==> config.mk <==
export PLATFORM = sky130hd
export DESIGN_NAME = write_queue
export DESIGN_NICKNAME = d
export VERILOG_FILES = /design/src/rtl/write_queue.sv
export SDC_FILE = /design/constraint.sdc
export NUM_CORES = 1
export LEC_CHECK = 0
export BUFFER_PORTS_ARGS = -buffer_cell sky130_fd_sc_hd__buf_4
export CORE_MARGIN = 3
export CORE_UTILIZATION = 45
export DETAILED_ROUTE_END_ITERATION = 8
export GPL_ROUTABILITY_DRIVEN = 0
export PLACE_DENSITY_LB_ADDON = 0.05
export SLEW_MARGIN = 20
export SYNTH_ARGS = -nofsm -noshare
export SYNTH_HDL_FRONTEND = slang
export SYNTH_SLANG_ARGS = --single-unit
==> constraint.sdc <==
create_clock -name clk -period 3.6 [get_ports clk]
set_input_delay 0.9 -clock clk [delete_from_list [all_inputs] [get_ports clk]]
set_output_delay 0.9 -clock clk [all_outputs]
set_load 0.005 [all_outputs]
==> src/rtl/write_queue.sv <==
// Write queue: a FIFO that feeds a downstream memory-write stage through a
// four-state issue FSM, which spaces write requests at least four cycles apart.
module write_queue #(
  parameter int WIDTH = 32,
  parameter int DEPTH = 8,
  parameter int PTR_W = 3
) (
  input  logic             clk,
  input  logic             reset,
  input  logic             in_valid,
  input  logic [WIDTH-1:0] in_data,
  output logic             in_ready,
  input  logic             wr_ready,
  output logic             wr_start,
  output logic [WIDTH-1:0] wr_data,
  output logic [PTR_W:0]   count,
  output logic             empty,
  output logic             full
);

  // state  | meaning
  // IDLE   | waiting for a queued word and an idle write stage
  // ISSUE  | wr_start high for one cycle, head word popped
  // GUARD  | wr_ready ignored while the write stage picks up the request
  // WAIT   | waiting for the write stage to report idle again
  typedef enum logic [1:0] {IDLE, ISSUE, GUARD, WAIT} state_t;

  localparam logic [PTR_W:0] LP_DEPTH = (PTR_W + 1)'(DEPTH);

  state_t           r_state;
  state_t           w_state_nxt;
  logic [WIDTH-1:0] r_mem [DEPTH];
  logic [PTR_W-1:0] r_wr_ptr;
  logic [PTR_W-1:0] r_rd_ptr;
  logic [PTR_W:0]   r_count;
  logic             r_en;
  logic             r_nonempty;
  logic             r_wr_start;
  logic [WIDTH-1:0] r_wr_data;
  logic             w_push;
  logic             w_pop;

  assign empty    = (r_count == '0);
  assign full     = (r_count == LP_DEPTH);
  assign in_ready = r_en & ~full;
  assign count    = r_count;
  assign wr_start = r_wr_start;
  assign wr_data  = r_wr_data;
  assign w_push   = in_valid & in_ready;
  assign w_pop    = r_wr_start;

  always_ff @(posedge clk) begin
    if (w_push) r_mem[r_wr_ptr] <= in_data;
  end

  always_ff @(posedge clk or negedge reset) begin
    if (!reset) begin
      r_wr_ptr   <= '0;
      r_rd_ptr   <= '0;
      r_count    <= '0;
      r_en       <= 1'b0;
      r_nonempty <= 1'b0;
    end else begin
      r_en       <= 1'b1;
      r_nonempty <= (r_count != '0);
      if (w_push) r_wr_ptr <= r_wr_ptr + PTR_W'(1);
      if (w_pop)  r_rd_ptr <= r_rd_ptr + PTR_W'(1);
      unique case ({w_push, w_pop})
        2'b10:   r_count <= r_count + (PTR_W + 1)'(1);
        2'b01:   r_count <= r_count - (PTR_W + 1)'(1);
        default: r_count <= r_count;
      endcase
    end
  end

  // The occupancy seen by IDLE is one cycle old, which sets the push-to-issue
  // latency at two edges; a pop is never within two cycles of IDLE, so the
  // delayed flag cannot claim a word that has already left.
  always_comb begin
    w_state_nxt = r_state;
    unique case (r_state)
      IDLE:    if (r_nonempty && !empty && wr_ready) w_state_nxt = ISSUE;
      ISSUE:   w_state_nxt = GUARD;
      GUARD:   w_state_nxt = WAIT;
      WAIT:    if (wr_ready) w_state_nxt = IDLE;
      default: w_state_nxt = IDLE;
    endcase
  end

  always_ff @(posedge clk or negedge reset) begin
    if (!reset) begin
      r_state    <= IDLE;
      r_wr_start <= 1'b0;
      r_wr_data  <= '0;
    end else begin
      r_state    <= w_state_nxt;
      r_wr_start <= (w_state_nxt == ISSUE);
      if (w_state_nxt == ISSUE) r_wr_data <= r_mem[r_rd_ptr];
    end
  end

endmodule

==> results.yml, run 1 <==
critical_path:
  crit_path_max_incr_delay_ns: 0.57
  timing.critical_path.from_type: "register"
  worst-path-buf-inv: 1
  critPathCaptureType: "output port"
  rrSetupSlack_ns: 0.93
  r2r.worst_path.cells: 10
  number_of_gates_on_the_worst_path_with_buffers_counted: 3
  timing.setup.critical_path_class: "register to output port"
  crit_required_ns: 2.70
  worstReg2RegStart: "count[2]$_DFFE_PN0P_"
  worst_path_max_delay_cell: "sky130_fd_sc_hd__or4b_1"
  reg2reg_to: "count[2]$_DFFE_PN0P_"
  critical_path_arrival_ns: 1.88
  critPathTopFamily: "simple AND/OR/NAND/NOR gates"
  highest_net_fanout_along_the_worst_path: 7
  crit_chain: "or4b_1, and2_1, buf_4"
cts:
  htree_num_levels: 1
  tritoncts: "done"
  clock_root_cell: "sky130_fd_sc_hd__clkbuf_16"
  cts.repair.resized: 0
  cts_hold_buffers: 0
  clkSlewWorstSetupHoldPaths_ns: 0.06
  post_cts.repair.setup_buffers: 0
  tritoncts.num_buffers: 31
  cts_num_sinks: 303
  clk_path_buf_depth: 3
  clk_latency_ns: 0.55
global_routing:
  gr-usage-all-layers_pct: 16.40
  overflow_after_grt: 0
  number_of_global_route_vias_before_repair: 5713
  grt_pass1_wl_um: 33620
  grt_antenna_before_repair: 0
  grt_start_max_net_pins: 48
synth:
  synthMuxAreaShare_pct: 15.58
  synth_simple_gate_area_share_pct: 2.611
  netlist_instances: 547
  dominant_combinational_cell_family_by_area_after_synthesis: "multiplexers"
  synth_seq_cells: 303
  synth.largest_area_cell: "sky130_fd_sc_hd__edfxtp_1"
  synth.top_cell.area_share_pct: 67.11
  seq_total_area_yosys_pct: 77.38
  synthesis.area_per_instance_sq_um: 20.94
  postSynthNetCount: 588
  synthFlopType: "sky130_fd_sc_hd__edfxtp_1"
  synthXorXnorAreaFrac_pct: 0.6117
  post_synth_num_cell_types: 32
  synth_enable_flop_cells: 256
  synthesis.yosys.warnings: 0
  area_contributors_post_synth: "sky130_fd_sc_hd__edfxtp_1 (67%), sky130_fd_sc_hd__mux4_2 (13%), sky130_fd_sc_hd__dfrtp_1 (10%)"
  synthesis.area_sq_um: 11450
  synth_fa_ha_area_share_pct: 0.5461
  async_flop_share_pct: 15.51
  fraction_of_the_mapped_netlist_area_in_compound_gates_pct: 1.671
sta:
  min_period_over_period_pct: 77.19
  post-route-min-period_ns: 2.779
  fin_setup_tns_ns: 0
  worst_hold_slack_ns: 0.3903
  pins_over_slew_limit: 0
  tightestPinTransition_ns: 0.7755
  finalHoldViolations: 0
  timing.max_slew.rel_slack_pct: 48.30
  maxClockFrequency_mhz: 359.9
  grt_setup_unrepaired: "false"
  fin_skew_ns: 0.01782
  timing.final.setup_violations: 0
detailed_routing:
  wl_per_instance_um: 21.86
  drt_drc_violations_left: 0
  first_pass_iters: 4
  detail-route-antenna-nets: 0
  first_iter_violations: 325
  drt-vias-per-instance: 5.354
  routed-via-count: 5311
  wirelength_um: 21680
place:
  numPlacedInstances: 935
  post_detailed_placement_half_perimeter_wirelength_um: 12490
  placement.io_buffers: 75
flow_run:
  maxCapViolCount: 0
run_status:
  status: "complete, no violations"
pwr:
  vdd.ir_drop.worst_uv: 371.0
  power_density_nw_per_um2: 736.3
  power.leakage_nw: 4.672
floorplan:
  floorplan.initialDensity_pct: 46.42
  placeableCoreArea_sq_um: 24680
  die_h_um: 165.5
  die_x_um: 165.5
  row_count: 57
  ios: 76
  die_area_sq_um: 27410
layout:
  antennaDiodeCount: 0
  layout.cells.most_common: "sky130_fd_sc_hd__edfxtp_1"
  number_of_nets_in_the_final_layout: 685
  area.sequential_sq_um: 8870
  layout.cells.non_filler: 992
  final_layout_size_suffix_gt1_share_pct: 30.84
  mostFrequentLayoutCells: "sky130_fd_sc_hd__edfxtp_1 (256), sky130_fd_sc_hd__buf_4 (84), sky130_fd_sc_hd__mux4_2 (64)"
  multi_input_comb_area_sq_um: 2487
  nFillCells: 1958
  area_growth_syn_to_layout_pct: 17.19
min_path:
  min-delay-path-class: "primary input to async pin"
area by class of cell:
type / count / area share [%]
repair buffers: 89 / 5.443
multi-input cells: 215 / 18.53
clock buffers: 41 / 6.133
clock inverters: 16 / 0.6897
well taps: 324 / 3.020
inverters: 4 / 0.1118
flip-flops and latches: 303 / 66.07
power breakdown:
group          total (mW)  internal, mW  switching [mW]
sequential           4.69          4.25           0.441
clock                2.89          1.66            1.23
combinational        2.30          1.27            1.03
total                9.88          7.18            2.70
stage by stage:
step | worst slack (ns) | power, mW | cell area (sq um) | util, %
2_1_floorplan | 0.5592 | 6.211 | 11460 | -
3_3_place_gp | 0.9141 | 7.091 | 12510 | 50.69
3_5_place_dp | 0.8998 | 7.146 | 12510 | 50.69
4_1_cts | 0.8058 | 10.06 | 13420 | 54.40
5_1_grt | 0.7267 | 10.42 | 13420 | 54.40
6_report | 0.8211 | 9.885 | 13420 | 54.40
cell usage after synthesis (all sizes together) (2+ instances only):
cell type    n
mux2         2
dfrtp       47
and3         2
nor2         9
xnor2        3
mux2i       32
nand2b       3
ha           5
inv          4
nor3         2
o21ai       34
clkbuf       8
nand2       41
buf         17
xor2         5
a21oi        3
mux4        64
edfxtp     256
flip-flops by register name, summed over array words and instances, names as in the netlist:
register / flops
r_rd_ptr: 3
wr_start: 1
count: 4
wr_data: 32
r_state: 2
r_nonempty: 1
r_mem: 256
r_wr_ptr: 3
r_en: 1
worst max-delay path by stage:
stage                        endpoint                  from  slack (ns)
3_5_place_dp   r_mem[7][28]$_DFFE_PP_              in_valid        0.90
6_report                     in_ready  count[2]$_DFFE_PN0P_        0.82
3_3_place_gp   r_mem[3][28]$_DFFE_PP_              in_valid        0.91
4_1_cts                      in_ready  count[2]$_DFFE_PN0P_        0.81
5_1_grt          count[2]$_DFFE_PN0P_  count[2]$_DFFE_PN0P_        0.73
2_1_floorplan   r_mem[2][0]$_DFFE_PP_              in_valid        0.56
metal layers:
| layer | global-route usage [%] | part of all wire, % | vias to the layer above |
|---|---|---|---|
| met2 | 27.95 | 50 | 97 |
| met5 | 0 | 0 | - |
| met4 | 4.802 | 3.1 | 0 |
| met3 | 2.469 | 3.5 | 39 |
| li1 | - | - | 2394 |
| met1 | 22.12 | 43 | 2781 |
cell families after synthesis:
family	after synthesis
flip-flops	303
multiplexers	98
AND/OR/NAND/NOR	65
AO/OA/AOI/OAI	38
buffers and inverters	29
XOR/XNOR	8
adder cells (fa/ha/maj)	5
other	1
Note: power is estimated with default switching activity, not from simulation.
==> inputs of run 2 (changes only) <==
==> constraint.sdc (replaced) <==
create_clock -name clk -period 2.51 [get_ports clk]
set_input_delay 0.6275 -clock clk [delete_from_list [all_inputs] [get_ports clk]]
set_output_delay 0.6275 -clock clk [all_outputs]
set_load 0.005 [all_outputs]
==> run 2 against run 1 <==
  * Count of clock-buffer cells in the layout increased by 7
  * Sequential share of layout area down 2.1 points
  * Clock skew down 0.0039 ns
  * First-iteration DRC count rose by 27%
  * Die area unchanged
  * Critical path depth grew 8
  * Setup slack worse by 0.71 ns
  * Worst hold slack lost 0.22 ns
  * Sequential power is 39% higher
  * Cell count rose by 2.0%
==> results.yml, run 2 (same netlist as run 1, synthesis figures left out) <==
run_status:
  status: "complete, no violations"
sta:
  min_period_over_period_pct: 95.65
  grt_setup_unrepaired: "false"
  tightestPinTransition_ns: 0.6695
  post-route-min-period_ns: 2.401
  finalHoldViolations: 0
  fin_skew_ns: 0.01391
  timing.max_slew.rel_slack_pct: 55.36
  fin_ws_ns: 0.1092
  timing.final.setup_violations: 0
  pins_over_slew_limit: 0
  maxClockFrequency_mhz: 416.5
layout:
  antennaDiodeCount: 0
  mostFrequentLayoutCells: "sky130_fd_sc_hd__edfxtp_1 (256), sky130_fd_sc_hd__buf_4 (93), sky130_fd_sc_hd__mux4_2 (64)"
  post-route-cell-area_sq_um: 13860
  layout.cells.most_common: "sky130_fd_sc_hd__edfxtp_1"
  final_layout_size_suffix_gt1_share_pct: 34.45
  number_of_nets_in_the_final_layout: 704
  largest_reg_flops: 256
  largest-register: "r_mem"
  area_growth_syn_to_layout_pct: 20.98
pwr:
  power.leakage_nw: 4.869
  vdd.ir_drop.worst_uv: 699.9
  power_density_nw_per_um2: 1085
  totalPowerFinal_mw: 15.03
critical_path:
  timing.setup.critical_path_class: "register to register"
  highest_net_fanout_along_the_worst_path: 4
  critical_path_arrival_ns: 2.81
  crit_chain: "or4b_4, and3_4, buf_4, inv_2, ha_4, xor2_1, ha_2, a21oi_2, xor2_1, nor2_1, xor2_1"
  most_used_cell_cp: "sky130_fd_sc_hd__xor2_1"
  r2r.worst_path.cells: 11
  worstReg2RegStart: "count[2]$_DFFE_PN0P_"
  worst_path_max_delay_cell: "sky130_fd_sc_hd__or4b_4"
  reg2reg_to: "count[2]$_DFFE_PN0P_"
  timing.critical_path.from_type: "register"
  rrSetupSlack_ns: 0.11
  crit_required_ns: 2.92
  critPathCaptureType: "register"
  crit_path_max_incr_delay_ns: 0.54
cts:
  tritoncts: "done"
  clkSlewWorstSetupHoldPaths_ns: 0.06
  post_cts.repair.setup_buffers: 0
  clk_latency_ns: 0.50
  tritoncts.num_buffers: 34
  cts_hold_buffers: 0
  clk_path_buf_depth: 3
  clock_root_cell: "sky130_fd_sc_hd__clkbuf_16"
  cts_num_sinks: 303
  htree_num_levels: 2
global_routing:
  grt_start_max_net_pins: 48
  grt_antenna_before_repair: 0
  overflow_after_grt: 0
  number_of_global_route_vias_before_repair: 5789
  gr-usage-all-layers_pct: 16.74
  grt_pass1_wl_um: 34100
place:
  post-place-ws_ns: 0.006271
  placement.io_buffers: 75
  post_detailed_placement_half_perimeter_wirelength_um: 12890
  post_dp_cell_area_sq_um: 12660
detailed_routing:
  first_iter_violations: 414
  wirelength_um: 21940
  drt_drc_violations_left: 0
  drt-vias-per-instance: 5.255
  detail-route-antenna-nets: 0
  routed-via-count: 5318
  wl_per_instance_um: 21.68
  first_pass_iters: 4
flow_run:
  maxCapViolCount: 0
floorplan:
  die_area_sq_um: 27410
  placeableCoreArea_sq_um: 24680
  die_h_um: 165.5
  ios: 76
  row_count: 57
  floorplan.initialDensity_pct: 46.42
  die_x_um: 165.5
min_path:
  min-delay-path-class: "primary input to async pin"
## run 2: changes by cell type in the layout (fill, tap and decap cells not counted), moves of 2 or more
cell	delta
sky130_fd_sc_hd__buf_4	+9
sky130_fd_sc_hd__ha_1	-2
sky130_fd_sc_hd__buf_12	+5
sky130_fd_sc_hd__bufinv_16	+2
sky130_fd_sc_hd__buf_16	+2
sky130_fd_sc_hd__clkbuf_16	+4
sky130_fd_sc_hd__clkinv_1	-6
sky130_fd_sc_hd__clkbuf_8	+2
sky130_fd_sc_hd__clkinv_2	-2
## run 2: area by class of cell
class,instances,area (sq um)
Fill cell,1916,10820
Clock buffer,48,954.7
Timing Repair Buffer,105,953.4
Inverter,4,15.01
Sequential cell,303,8870
Tap cell,324,405.4
Multi-Input combinational cell,215,2515
Clock inverter,13,145.1
## run 2: routing by layer
metal | track usage [%] | part of all wire (%)
met1 | 22.38 | 44
met2 | 28.33 | 51
met3 | 3.168 | 3.9
met4 | 4.726 | 1.7
met5 | 0 | 0
## run 2: power by group
group | switching [mW] | internal (mW)
clock network | 1.84 | 2.96
logic | 1.74 | 1.99
registers | 0.404 | 6.10
total | 3.98 | 11.0
## run 2: through the flow
step	hold slack [ns]	setup TNS, ns	instances	utilization (%)
after floorplan	0.3319	-58.15	547	-
after global placement	0.4506	0	948	51.29
after detailed placement	0.4565	0	948	51.29
after CTS	0.1792	0	1009	55.78
after global routing	0.2126	0	1012	56.16
final	0.1748	0	1012	56.16
## run 2: worst max path at each step
stage	slack (ns)	cells after the start	endpoint	start
3_3_place_gp	0.06	11	count[2]$_DFFE_PN0P_	count[2]$_DFFE_PN0P_
3_5_place_dp	0.006	11	count[2]$_DFFE_PN0P_	count[2]$_DFFE_PN0P_
4_1_cts	0.02	11	count[2]$_DFFE_PN0P_	count[2]$_DFFE_PN0P_
5_1_grt	0.01	11	count[2]$_DFFE_PN0P_	count[2]$_DFFE_PN0P_
6_report	0.11	11	count[2]$_DFFE_PN0P_	count[2]$_DFFE_PN0P_
2_1_floorplan	-0.26	3	r_mem[2][0]$_DFFE_PP_	in_valid
## run 2: what timing repair did
action	4_1_cts	5_1_grt
endpoints found under the setup margin	1	2
pin swaps	0	3
cloned	0	0
resized for setup	2	5
## run 2: worst max-delay path, delay by kind of cell (launching register included)
kind | cells | cell delay [ns]
xor+xnor | 3 | 0.47
simple gates | 3 | 0.88
fa+ha+maj | 2 | 0.34
buf+inv | 2 | 0.23
compound gates | 1 | 0.04
flops | 1 | 0.37
==> inputs of run 3 (changes only) <==
--- a/config.mk
+++ b/config.mk
@@ -10,6 +10,8 @@
 export CORE_UTILIZATION = 45
 export DETAILED_ROUTE_END_ITERATION = 8
 export GPL_ROUTABILITY_DRIVEN = 0
+export HOLD_SLACK_MARGIN = 0.03
+export MAX_ROUTING_LAYER = met4
 export PLACE_DENSITY_LB_ADDON = 0.05
 export SLEW_MARGIN = 20
 export SYNTH_ARGS = -nofsm -noshare
==> constraint.sdc (replaced) <==
create_clock -name clk -period 2.7 [get_ports clk]
set_input_delay 0.675 -clock clk [delete_from_list [all_inputs] [get_ports clk]]
set_output_delay 0.675 -clock clk [all_outputs]
set_load 0.005 [all_outputs]
==> run 3 against run 2 <==
  * Utilization is 0.37 points lower
  * Fmax down 4.0%
  * Wire length rose by 0.26%
  * Sequential share of layout area up 0.42 points
  * Count of clock-buffer cells in the layout up 2
  * Setup slack gained 0.090 ns
  * Die area stayed put
==> results.yml, run 3 (same netlist as run 1, synthesis figures left out) <==
run_status:
  status: "complete, no violations"
sta:
  finalHoldViolations: 0
  min_period_over_period_pct: 92.63
  tightestPinTransition_ns: 0.8381
  maxClockFrequency_mhz: 399.9
  fin_skew_ns: 0.01404
  grt_setup_unrepaired: "false"
  post-route-min-period_ns: 2.501
  pins_over_slew_limit: 0
  worst_hold_slack_ns: 0.2288
  timing.final.setup_violations: 0
  timing.max_slew.rel_slack_pct: 44.13
min_path:
  min-delay-path-class: "primary input to async pin"
layout:
  layout.cells.most_common: "sky130_fd_sc_hd__edfxtp_1"
  mostFrequentLayoutCells: "sky130_fd_sc_hd__edfxtp_1 (256), sky130_fd_sc_hd__buf_4 (87), sky130_fd_sc_hd__mux4_2 (64)"
  postLayoutCoreUtil_pct: 55.80
  largest-register: "r_mem"
  final_layout_size_suffix_gt1_share_pct: 32.75
  antennaDiodeCount: 0
  area_growth_syn_to_layout_pct: 20.20
  largest_reg_flops: 256
  number_of_nets_in_the_final_layout: 701
  nFillCells: 1931
  post-route-cell-area_sq_um: 13770
  layout.cells.non_filler: 1008
cts:
  clk_path_buf_depth: 3
  cts_num_sinks: 303
  clkSlewWorstSetupHoldPaths_ns: 0.06
  tritoncts: "done"
  tritoncts.num_buffers: 34
  cts.repair.resized: 0
  clk_latency_ns: 0.50
  post_cts.repair.setup_buffers: 0
  cts_hold_buffers: 0
  clock_root_cell: "sky130_fd_sc_hd__clkbuf_16"
  htree_num_levels: 2
pwr:
  power_density_nw_per_um2: 991.3
  power.leakage_nw: 4.823
  vdd.ir_drop.worst_uv: 501.6
  totalPowerFinal_mw: 13.65
critical_path:
  worst-path-buf-inv: 2
  critical_path_arrival_ns: 2.87
  highest_net_fanout_along_the_worst_path: 5
  timing.setup.critical_path_class: "register to register"
  most_used_cell_cp: "sky130_fd_sc_hd__xor2_1"
  crit_chain: "or4b_1, and3_1, buf_4, inv_1, ha_4, xor2_1, ha_1, a21oi_1, xor2_1, nor2_1, xor2_1"
  crit_path_max_incr_delay_ns: 0.56
  timing.critical_path.from_type: "register"
  critPathTopFamily: "simple AND/OR/NAND/NOR gates"
  crit_required_ns: 3.07
  worst_path_max_delay_cell: "sky130_fd_sc_hd__or4b_1"
  critPathCaptureType: "register"
floorplan:
  placeableCoreArea_sq_um: 24680
  ios: 76
  floorplan.initialDensity_pct: 46.42
  die_x_um: 165.5
  die_h_um: 165.5
  row_count: 57
  die_area_sq_um: 27410
detailed_routing:
  wirelength_um: 22000
  detail-route-antenna-nets: 0
  drt_drc_violations_left: 0
  first_pass_iters: 4
  drt-vias-per-instance: 5.345
  routed-via-count: 5388
  first_iter_violations: 331
  wl_per_instance_um: 21.82
global_routing:
  gr-usage-all-layers_pct: 17.20
  grt_start_max_net_pins: 48
  grt_pass1_wl_um: 33970
  grt_antenna_before_repair: 0
  number_of_global_route_vias_before_repair: 5753
  overflow_after_grt: 0
place:
  placement.io_buffers: 75
  post_dp_cell_area_sq_um: 12760
  numPlacedInstances: 948
  post_detailed_placement_half_perimeter_wirelength_um: 13370
flow_run:
  maxCapViolCount: 0
## run 3: cell types whose count changed in the layout (fill, tap and decap cells not counted), sizes merged
cell,delta
clkbuf,+2
clkinvlp,-1
clkinv,+1
buf,-3
bufinv,-3
## run 3: cell type report
| cell class | instances | area [sq um] | area share [%] |
|---|---|---|---|
| clock inverters | 10 | 52.55 | 0.3817 |
| repair buffers | 102 | 983.4 | 7.143 |
| well taps | 324 | 405.4 | 2.944 |
| inverters | 4 | 15.01 | 0.1091 |
| flip-flops and latches | 303 | 8870 | 64.42 |
| clock buffers | 50 | 942.2 | 6.843 |
| multi-input cells | 215 | 2500 | 18.16 |
## run 3: worst paths after layout
check                           slack (ns)  depth (start not counted)                 endpoint               startpoint
worst min register to register        0.47                          2  wr_data[16]$_DFFE_PN0P_  wr_data[16]$_DFFE_PN0P_
worst max register to register        0.20                         11     count[2]$_DFFE_PN0P_     count[2]$_DFFE_PN0P_
max in group asynchronous             1.96                          1  r_rd_ptr[1]$_DFFE_PN0P_                    reset
worst min-delay path                  0.23                          1   wr_data[0]$_DFFE_PN0P_                    reset
min in group clk                      0.41                          1   r_mem[4][22]$_DFFE_PP_              in_data[22]
worst max-delay path                  0.20                         11     count[2]$_DFFE_PN0P_     count[2]$_DFFE_PN0P_
## run 3: per-stage QoR
step | setup WS [ns] | setup TNS (ns)
global placement | 0.1533 | 0
detailed placement | 0.1031 | 0
CTS | 0.08737 | 0
finish | 0.1991 | 0
global route | 0.01454 | 0
floorplan | -0.1158 | -22.03
## run 3: metal layers
| layer | routed length [um] | GRT usage, % | up-vias | part of all wire [%] |
|---|---|---|---|---|
| li1 | - | - | 2426 | - |
| met4 | 397 | 4.348 | 0 | 1.8 |
| met2 | 10930 | 27.92 | 114 | 50 |
| met1 | 9796 | 22.94 | 2812 | 45 |
| met5 | 0 | - | - | 0 |
| met3 | 868 | 3.043 | 36 | 3.9 |
## run 3: power by group
group / internal, mW / switching (mW)
logic: 1.87 / 1.51
clock network: 2.42 / 1.69
registers: 5.67 / 0.492
